<file path="src/rtl/i2s_rx_bram_writer_pkg.sv">
// Shared audio definitions for the I2S record path: sample width, clip length,
// the packed stereo BRAM word and the I2S channel encoding.
package i2s_rx_bram_writer_pkg;

  localparam int unsigned SAMPLE_BITS = 16;
  localparam int unsigned CLIP_LEN    = 256;

  typedef enum logic {
    LEFT  = 1'b0,
    RIGHT = 1'b1
  } i2s_ch_e;

  typedef struct packed {
    logic [15:0] right;
    logic [15:0] left;
  } stereo_word_t;

endpackage

</file>
<file path="src/rtl/i2s_rx_bram_writer_if.sv">
// Shared BRAM write port driven by the record path; the slave side is the BRAM.
interface i2s_rx_bram_writer_if;

  logic [31:0] BRAM_addr;
  logic        BRAM_clk;
  logic [31:0] BRAM_din;
  logic        BRAM_en;
  logic        BRAM_rst;
  logic [3:0]  BRAM_we;

  modport master (
    output BRAM_addr, BRAM_clk, BRAM_din, BRAM_en, BRAM_rst, BRAM_we
  );

  modport slave (
    input BRAM_addr, BRAM_clk, BRAM_din, BRAM_en, BRAM_rst, BRAM_we
  );

endinterface

</file>
<file path="src/rtl/i2s_rx_bram_writer_deser.sv">
// I2S record deserialiser: oversamples bclk/lrc/data on clk, captures MSB-first
// samples per slot and flags complete left+right frames.
module i2s_rx_deser #(
  parameter int unsigned SAMPLE_BITS = i2s_rx_bram_writer_pkg::SAMPLE_BITS
) (
  input  logic        clk,
  input  logic        rst,
  input  logic        bclk_i,
  input  logic        lrc_i,
  input  logic        dat_i,
  output logic        frame_rdy,
  output logic        frame_start,
  output logic [15:0] left,
  output logic [15:0] right
);
  import i2s_rx_bram_writer_pkg::*;

  localparam int unsigned CW  = $clog2(SAMPLE_BITS + 1);
  localparam int unsigned PAD = 16 - SAMPLE_BITS;

  logic bclk_m_q, bclk_s_q, bclk_p_q;
  logic lrc_m_q, lrc_s_q;
  logic dat_m_q, dat_s_q;

  logic [SAMPLE_BITS-1:0] shift_q, shift_d;
  logic [CW-1:0]          cnt_q, cnt_d;
  i2s_ch_e                slot_ch_q, slot_ch_d;
  logic                   valid_q, valid_d;
  logic                   lrc_prev_q, lrc_prev_d;
  logic                   left_done_q, left_done_d;
  logic [15:0]            left_q, left_d, right_q, right_d;
  logic                   frame_rdy_q, frame_rdy_d;
  logic                   frame_start_q, frame_start_d;
  logic                   bit_edge;
  logic [15:0]            sample;

  assign bit_edge    = bclk_s_q & ~bclk_p_q;
  assign frame_rdy   = frame_rdy_q;
  assign frame_start = frame_start_q;
  assign left        = left_q;
  assign right       = right_q;

  // Data shifts before the slot-boundary update so a 16-bit slot's LSB lands in the old slot.
  always_comb begin
    shift_d       = shift_q;
    cnt_d         = cnt_q;
    slot_ch_d     = slot_ch_q;
    valid_d       = valid_q;
    lrc_prev_d    = lrc_prev_q;
    left_done_d   = left_done_q;
    left_d        = left_q;
    right_d       = right_q;
    frame_rdy_d   = 1'b0;
    frame_start_d = 1'b0;
    sample        = 16'h0;
    if (bit_edge) begin
      if (valid_q && (cnt_q < CW'(SAMPLE_BITS))) begin
        shift_d = (shift_q << 1) | SAMPLE_BITS'(dat_s_q);
        cnt_d   = cnt_q + CW'(1);
        if (cnt_d == CW'(SAMPLE_BITS)) begin
          sample = 16'(shift_d) << PAD;
          if (slot_ch_q == LEFT) begin
            left_d      = sample;
            left_done_d = 1'b1;
          end else begin
            right_d     = sample;
            frame_rdy_d = left_done_q;
            left_done_d = 1'b0;
          end
        end
      end
      if (lrc_s_q != lrc_prev_q) begin
        cnt_d      = '0;
        slot_ch_d  = i2s_ch_e'(lrc_s_q);
        valid_d    = 1'b1;
        lrc_prev_d = lrc_s_q;
        if (lrc_prev_q && !lrc_s_q) begin
          frame_start_d = 1'b1;
          left_done_d   = 1'b0;
        end
      end
    end
  end

  always_ff @(posedge clk or posedge rst) begin
    if (rst) begin
      bclk_m_q      <= 1'b0;
      bclk_s_q      <= 1'b0;
      bclk_p_q      <= 1'b0;
      lrc_m_q       <= 1'b0;
      lrc_s_q       <= 1'b0;
      dat_m_q       <= 1'b0;
      dat_s_q       <= 1'b0;
      shift_q       <= '0;
      cnt_q         <= '0;
      slot_ch_q     <= LEFT;
      valid_q       <= 1'b0;
      lrc_prev_q    <= 1'b0;
      left_done_q   <= 1'b0;
      left_q        <= '0;
      right_q       <= '0;
      frame_rdy_q   <= 1'b0;
      frame_start_q <= 1'b0;
    end else begin
      bclk_m_q      <= bclk_i;
      bclk_s_q      <= bclk_m_q;
      bclk_p_q      <= bclk_s_q;
      lrc_m_q       <= lrc_i;
      lrc_s_q       <= lrc_m_q;
      dat_m_q       <= dat_i;
      dat_s_q       <= dat_m_q;
      shift_q       <= shift_d;
      cnt_q         <= cnt_d;
      slot_ch_q     <= slot_ch_d;
      valid_q       <= valid_d;
      lrc_prev_q    <= lrc_prev_d;
      left_done_q   <= left_done_d;
      left_q        <= left_d;
      right_q       <= right_d;
      frame_rdy_q   <= frame_rdy_d;
      frame_start_q <= frame_start_d;
    end
  end

endmodule

</file>
<file path="src/rtl/i2s_rx_bram_writer.sv">
// I2S record capture into a BRAM ring/one-shot buffer: one {right,left} word per
// frame, written through the shared BRAM port.
module i2s_rx_bram_writer #(
  parameter int unsigned SAMPLE_BITS = i2s_rx_bram_writer_pkg::SAMPLE_BITS,
  parameter int unsigned NUM_WORDS   = i2s_rx_bram_writer_pkg::CLIP_LEN,
  parameter logic [31:0] BASE_ADDR   = 32'h0
) (
  input  logic                         clk,
  input  logic                         rst,
  input  logic                         audio_I2S_bclk,
  input  logic                         audio_I2S_reclrc,
  input  logic                         audio_I2S_recdat,
  input  logic                         enable,
  input  logic                         continuous,
  i2s_rx_bram_writer_if.master         bram,
  output logic [$clog2(NUM_WORDS)-1:0] wr_index,
  output logic                         done,
  output logic                         overrun
);
  import i2s_rx_bram_writer_pkg::*;

  localparam int unsigned IW = $clog2(NUM_WORDS);

  typedef enum logic [2:0] {S_IDLE, S_SYNC, S_CAPTURE, S_WRITE, S_DONE} state_e;

  state_e       state_q, state_d;
  logic [IW-1:0] wr_index_q, wr_index_d;
  logic         enable_prev_q;
  logic         overrun_q, overrun_d;
  logic         done_q, done_d;
  logic         bram_en_q, bram_en_d;
  logic [31:0]  bram_addr_q, bram_addr_d;
  stereo_word_t bram_din_q, bram_din_d;
  logic         enable_rise;
  logic         frame_rdy, frame_start;
  logic [15:0]  left_s, right_s;

  i2s_rx_deser #(.SAMPLE_BITS(SAMPLE_BITS)) u_deser (
    .clk         (clk),
    .rst         (rst),
    .bclk_i      (audio_I2S_bclk),
    .lrc_i       (audio_I2S_reclrc),
    .dat_i       (audio_I2S_recdat),
    .frame_rdy   (frame_rdy),
    .frame_start (frame_start),
    .left        (left_s),
    .right       (right_s)
  );

  assign enable_rise    = enable & ~enable_prev_q;
  assign bram.BRAM_clk  = clk;
  assign bram.BRAM_rst  = 1'b0;
  assign bram.BRAM_en   = bram_en_q;
  assign bram.BRAM_we   = {4{bram_en_q}};
  assign bram.BRAM_addr = bram_addr_q;
  assign bram.BRAM_din  = bram_din_q;
  assign wr_index       = wr_index_q;
  assign done           = done_q;
  assign overrun        = overrun_q;

  // Write-port outputs are registered off the transition into WRITE.
  always_comb begin
    state_d     = state_q;
    wr_index_d  = wr_index_q;
    overrun_d   = overrun_q;
    done_d      = 1'b0;
    bram_en_d   = 1'b0;
    bram_addr_d = '0;
    bram_din_d  = '0;
    case (state_q)
      S_IDLE: begin
        if (enable_rise) begin
          wr_index_d = '0;
          state_d    = S_SYNC;
        end
      end
      S_SYNC: begin
        if (frame_start) state_d = S_CAPTURE;
      end
      S_CAPTURE: begin
        if (frame_rdy) begin
          state_d          = S_WRITE;
          bram_en_d        = 1'b1;
          bram_addr_d      = BASE_ADDR + (32'(wr_index_q) << 2);
          bram_din_d.right = right_s;
          bram_din_d.left  = left_s;
        end
      end
      S_WRITE: begin
        wr_index_d = wr_index_q + IW'(1);
        if (frame_rdy) overrun_d = 1'b1;
        if (wr_index_q == IW'(NUM_WORDS - 1)) begin
          if (continuous) begin
            done_d  = 1'b1;
            state_d = S_CAPTURE;
          end else begin
            state_d = S_DONE;
          end
        end else begin
          state_d = S_CAPTURE;
        end
      end
      S_DONE: begin
        done_d = 1'b1;
      end
      default: state_d = S_IDLE;
    endcase
    if (state_d == S_DONE) done_d = 1'b1;
    // Dropping enable abandons any partial frame; a write already on the port still lands.
    if (!enable) begin
      state_d     = S_IDLE;
      done_d      = 1'b0;
      bram_en_d   = 1'b0;
      bram_addr_d = '0;
      bram_din_d  = '0;
    end
    if (enable_rise) overrun_d = 1'b0;
  end

  always_ff @(posedge clk or posedge rst) begin
    if (rst) begin
      state_q       <= S_IDLE;
      wr_index_q    <= '0;
      enable_prev_q <= 1'b0;
      overrun_q     <= 1'b0;
      done_q        <= 1'b0;
      bram_en_q     <= 1'b0;
      bram_addr_q   <= '0;
      bram_din_q    <= '0;
    end else begin
      state_q       <= state_d;
      wr_index_q    <= wr_index_d;
      enable_prev_q <= enable;
      overrun_q     <= overrun_d;
      done_q        <= done_d;
      bram_en_q     <= bram_en_d;
      bram_addr_q   <= bram_addr_d;
      bram_din_q    <= bram_din_d;
    end
  end

endmodule

</file>
<file path="src/flat_wrapper.sv">
// flat-port wrapper written by rule: the top's interface ports become plain ports
module i2s_rx_bram_writer_flat import i2s_rx_bram_writer_pkg::*;
#(
  parameter int unsigned SAMPLE_BITS = i2s_rx_bram_writer_pkg::SAMPLE_BITS,
  parameter int unsigned NUM_WORDS   = i2s_rx_bram_writer_pkg::CLIP_LEN,
  parameter logic [31:0] BASE_ADDR   = 32'h0
)
  (clk, rst, audio_I2S_bclk, audio_I2S_reclrc, audio_I2S_recdat, enable, continuous, wr_index, done, overrun, bram_BRAM_addr, bram_BRAM_clk, bram_BRAM_din, bram_BRAM_en, bram_BRAM_rst, bram_BRAM_we);
  i2s_rx_bram_writer_if bram_i ();
  input  logic clk;
  input  logic rst;
  input  logic audio_I2S_bclk;
  input  logic audio_I2S_reclrc;
  input  logic audio_I2S_recdat;
  input  logic enable;
  input  logic continuous;
  output logic [$clog2(NUM_WORDS)-1:0] wr_index;
  output logic done;
  output logic overrun;
  output wire logic [$bits(bram_i.BRAM_addr)-1:0] bram_BRAM_addr;
  output wire logic [$bits(bram_i.BRAM_clk)-1:0] bram_BRAM_clk;
  output wire logic [$bits(bram_i.BRAM_din)-1:0] bram_BRAM_din;
  output wire logic [$bits(bram_i.BRAM_en)-1:0] bram_BRAM_en;
  output wire logic [$bits(bram_i.BRAM_rst)-1:0] bram_BRAM_rst;
  output wire logic [$bits(bram_i.BRAM_we)-1:0] bram_BRAM_we;
  assign bram_BRAM_addr = bram_i.BRAM_addr;
  assign bram_BRAM_clk = bram_i.BRAM_clk;
  assign bram_BRAM_din = bram_i.BRAM_din;
  assign bram_BRAM_en = bram_i.BRAM_en;
  assign bram_BRAM_rst = bram_i.BRAM_rst;
  assign bram_BRAM_we = bram_i.BRAM_we;
  i2s_rx_bram_writer #(.SAMPLE_BITS(SAMPLE_BITS), .NUM_WORDS(NUM_WORDS), .BASE_ADDR(BASE_ADDR)) u_core (.clk(clk), .rst(rst), .audio_I2S_bclk(audio_I2S_bclk), .audio_I2S_reclrc(audio_I2S_reclrc), .audio_I2S_recdat(audio_I2S_recdat), .enable(enable), .continuous(continuous), .bram(bram_i), .wr_index(wr_index), .done(done), .overrun(overrun));
endmodule
</file>
<file path="config.mk">
export PLATFORM = sky130hd
export DESIGN_NAME = i2s_rx_bram_writer_flat
export DESIGN_NICKNAME = d
export VERILOG_FILES = /design/src/rtl/i2s_rx_bram_writer_pkg.sv /design/src/rtl/i2s_rx_bram_writer_if.sv /design/src/rtl/i2s_rx_bram_writer_deser.sv /design/src/rtl/i2s_rx_bram_writer.sv /design/src/flat_wrapper.sv
export SDC_FILE = /design/constraint.sdc
export NUM_CORES = 1
export LEC_CHECK = 0
export BUFFER_PORTS_ARGS = -buffer_cell sky130_fd_sc_hd__buf_2
export CAP_MARGIN = 20
export CELL_PAD_IN_SITES_DETAIL_PLACEMENT = 0
export CELL_PAD_IN_SITES_GLOBAL_PLACEMENT = 2
export CORE_MARGIN = 2
export CORE_UTILIZATION = 38
export DETAILED_ROUTE_END_ITERATION = 7
export HOLD_SLACK_MARGIN = 0.06
export PLACE_DENSITY = 0.85
export SETUP_SLACK_MARGIN = 0.5
export SKIP_LAST_GASP = 1
export SLEW_MARGIN = 40
export SYNTH_ARGS = -nofsm -noshare
export SYNTH_HDL_FRONTEND = slang
export SYNTH_SLANG_ARGS = --single-unit
</file>
<file path="constraint.sdc">
create_clock -name clk -period 4.55 [get_ports clk]
set_input_delay 0.455 -clock clk [delete_from_list [all_inputs] [get_ports clk]]
set_output_delay 0.455 -clock clk [all_outputs]
set_load 0.05 [all_outputs]
</file>
==> impl_metrics.json <==
{
  "die_x_um": 117,
  "syn_avg_cell_area_um2": 13.9,
  "grt_pass1_wl_mm": 13.1,
  "cp_num_buf_inv": 3,
  "drive_above_1_share_pct": 35.3,
  "r2r_slack_ps": 2410,
  "fin_util_pct": 46.8,
  "postRouteAntennaNets": 0,
  "grt_usage_pct": 13.0,
  "synth.top_cell.area_share_pct": 61.5,
  "p_sw_uw": 728,
  "startpoint": "clk",
  "syn-cell-area_mm2": 0.00484,
  "die_area_mm2": 0.0137,
  "cpMaxStageDelayCell": "buf_2",
  "arrival_ps": 2720,
  "path_clk_slew_ps": 50,
  "critical_path.most_common_cell": "clkbuf_16",
  "syn_inst": 348,
  "powerDensity_mw_per_mm2": 501,
  "met2_usage_pct": 19.0,
  "crit_chain": "clkbuf_16 -> clkbuf_16 -> buf_2",
  "pwr-share-seq_pct": 42.5,
  "diodes": 0,
  "multi_input_area_mm2": 0.00160,
  "nNetsFinal": 432,
  "timing.rr.start": "u_core.u_deser.cnt_q[4]",
  "cp.depth": 3,
  "drv_slew": 0,
  "drtPass1Iterations": 4,
  "crit_family": "buffers and inverters",
  "worst_slew_pin_slew_ps": 559,
  "synthTopCellsByArea": "dfrtp_1, mux2_2, mux2_4",
  "drt-wirelength-per-cell_um": 13.3,
  "rsz0062_at_grt": "no",
  "rr_endpoint": "u_core.u_deser.left[9]",
  "antenna_found_initial": 0,
  "fillers": 1150,
  "tritoncts": "yes",
  "grt_overflow": 0,
  "ys_types": 46,
  "cts_resized": 0,
  "synth-seq-area-share_pct": 61.5,
  "start_util_pct": 38.7,
  "area_delta_synth_final_pct": 20.8,
  "clock-skew-final_ps": 5.58,
  "synth_enable_flop_cells": 0,
  "path_class": "clk -> out",
  "dr_total_vias": 2687,
  "first_iter_violations": 113,
  "gp_congestion": 0.782,
  "reg2reg_depth": 3,
  "gr-max-usage-layer": "met2",
  "finalHoldViolations": 0,
  "outcome": "complete, no violations",
  "grtUsageMet3_pct": 5.77,
  "fin_tns_setup_ps": 0,
  "post-dp-hpwl_mm": 5.05,
  "synth_async_sr_flop_share_pct": 100,
  "start_kind": "clock port",
  "die_h_um": 117,
  "totalWireLength_mm": 8.05,
  "hold_class": "in -> async",
  "synth_ff_type": "dfrtp_1",
  "grt_max_degree": 86,
  "rows": 41,
  "seq_area_mm2": 0.00298,
  "yosys_warnings": 0,
  "ys_seq_elements": 119,
  "drc_errors": 0,
  "cp_max_fo": 2,
  "power.share.clock_pct": 49.6,
  "pwr-share-comb_pct": 7.9,
  "ir_drop_uv": 253,
  "viasPerCell": 4.46,
  "slew-limit-headroom_pct": 62.7,
  "max-cap-violations": 0,
  "gr-usage-met1_pct": 16.4,
  "ioPinCount": 88,
  "core_area_mm2": 0.0125,
  "yosysTopAreaCell": "dfrtp_1",
  "slowest_delay_ps": 200,
  "cp-end-kind": "output port",
  "switching_share_pct": 24.8,
  "internal_power_uw": 2210,
  "p_leak_uw": 0.00302,
  "insertion_delay_ps": 520,
  "portBuffers": 62,
  "cp.required_ps": 4090,
  "grt_pass1_vias": 2575,
  "setup_viol": 0
}
-- worst reg2reg max path: cells and delay by family (launching register included) --
| family | cells | cell delay (ps) |
|---|---|---|
| flip-flops | 1 | 400 |
| AND/OR/NAND/NOR | 2 | 1230 |
| multiplexers | 1 | 400 |
-- logic make-up after synthesis --
| group | count (synthesis) | share of synthesized area (%) |
|---|---|---|
| DFF | 119 | 61.5 |
| and+or+nand+nor | 86 | 12.1 |
| buffers and inverters | 54 | 7.57 |
| muxes | 52 | 13.5 |
| AOI/OAI and AO/OA | 31 | 4.06 |
| adders and majority gates | 5 | 1.29 |
| other | 1 | 0.0774 |
-- sequential cells by signal, summed over array words and instances, names as in the netlist, 3 cells and up --
signal,flops
u_core.bram.BRAM_din,32
u_core.u_deser.left,16
u_core.u_deser.right,16
u_core.u_deser.shift_q,15
u_core.bram.BRAM_addr,8
u_core.wr_index,8
u_core.u_deser.cnt_q,5
u_core.state_q,3
-- power by group through the flow --
stage / Combinational [uW] / Sequential, uW / Clock, uW
after floorplan: 207 / 1240 / 47.4
after global placement: 224 / 1260 / 41.9
after detailed placement: 232 / 1260 / 41.9
after CTS: 235 / 1250 / 1490
after global routing: 256 / 1260 / 1540
final: 231 / 1250 / 1460
-- worst max-delay path by stage --
stage                                          end  slack, ps
after global routing                 bram_BRAM_clk       1370
after detailed placement             bram_BRAM_clk       1630
after CTS                            bram_BRAM_clk       1370
final                                bram_BRAM_clk       1380
after floorplan           u_core.bram.BRAM_addr[2]        940
after global placement               bram_BRAM_clk       1630
-- placed cells by master (no fill, tap or decap), types with 3 or more instances in the layout --
cell,count
o21a_1,3
a21oi_1,9
nor3b_1,3
dfrtp_1,119
nand3_1,7
nand3b_1,3
conb_1,25
o211ai_1,3
buf_2,62
mux2i_1,4
nand2_1,5
buf_4,3
and2_1,42
nand2b_1,6
nor4_1,4
clkbuf_16,20
bufinv_16,3
o21ai_0,6
dlygate4sd3_1,3
ha_1,5
mux2_2,29
clkbuf_1,4
mux2_4,19
inv_1,11
clkinv_2,3
-- area by class of cell --
cell class | instances | share of cell area (%)
clock buffers | 25 | 8.89
flip-flops and latches | 119 | 50.9
multi-input cells | 199 | 27.3
inverters | 12 | 0.898
clock inverters | 9 | 2.20
repair buffers | 67 | 6.12
well taps | 172 | 3.68
-- repair_timing --
action / in CTS / in global routing
hold buffers: 3 / 0
setup buffers: 0 / 0
endpoints found under the hold margin: 3 / 0
-- per-stage QoR --
step / instance area (um2) / total power, uW / worst slack (ps) / hold slack [ps] / cells
after floorplan: 4930 / 1490 / 938 / 331 / 372
after global placement: 5160 / 1520 / 1630 / 336 / 566
after detailed placement: 5170 / 1540 / 1630 / 335 / 566
after CTS: 5840 / 2970 / 1370 / 101 / 602
after global routing: 5850 / 3060 / 1370 / 69.2 / 603
final: 5850 / 2930 / 1380 / 3.65 / 603
-- layer usage --
metal | routed length [um] | vias to the layer above
li1 | - | 1273
met1 | 3590 | 1333
met2 | 3880 | 68
met3 | 397 | 13
met4 | 172 | 0
met5 | 0 | -
-- cells in the mapped netlist (2+ instances only) --
cell type	instances
buf_6	4
a21boi_0	2
dfrtp_1	119
nor2_1	2
o211ai_1	3
o21ai_0	6
o21a_1	3
nand3b_1	3
inv_1	12
nand2_1	5
mux2_4	19
a21oi_1	9
clkbuf_1	5
nor4_1	4
mux2i_1	4
ha_1	5
nand3_1	7
mux2_2	29
and2_1	42
nor3b_1	3
buf_4	31
or4_1	2
nand2b_1	6
No activity file was read; power rests on OpenSTA's default activity.
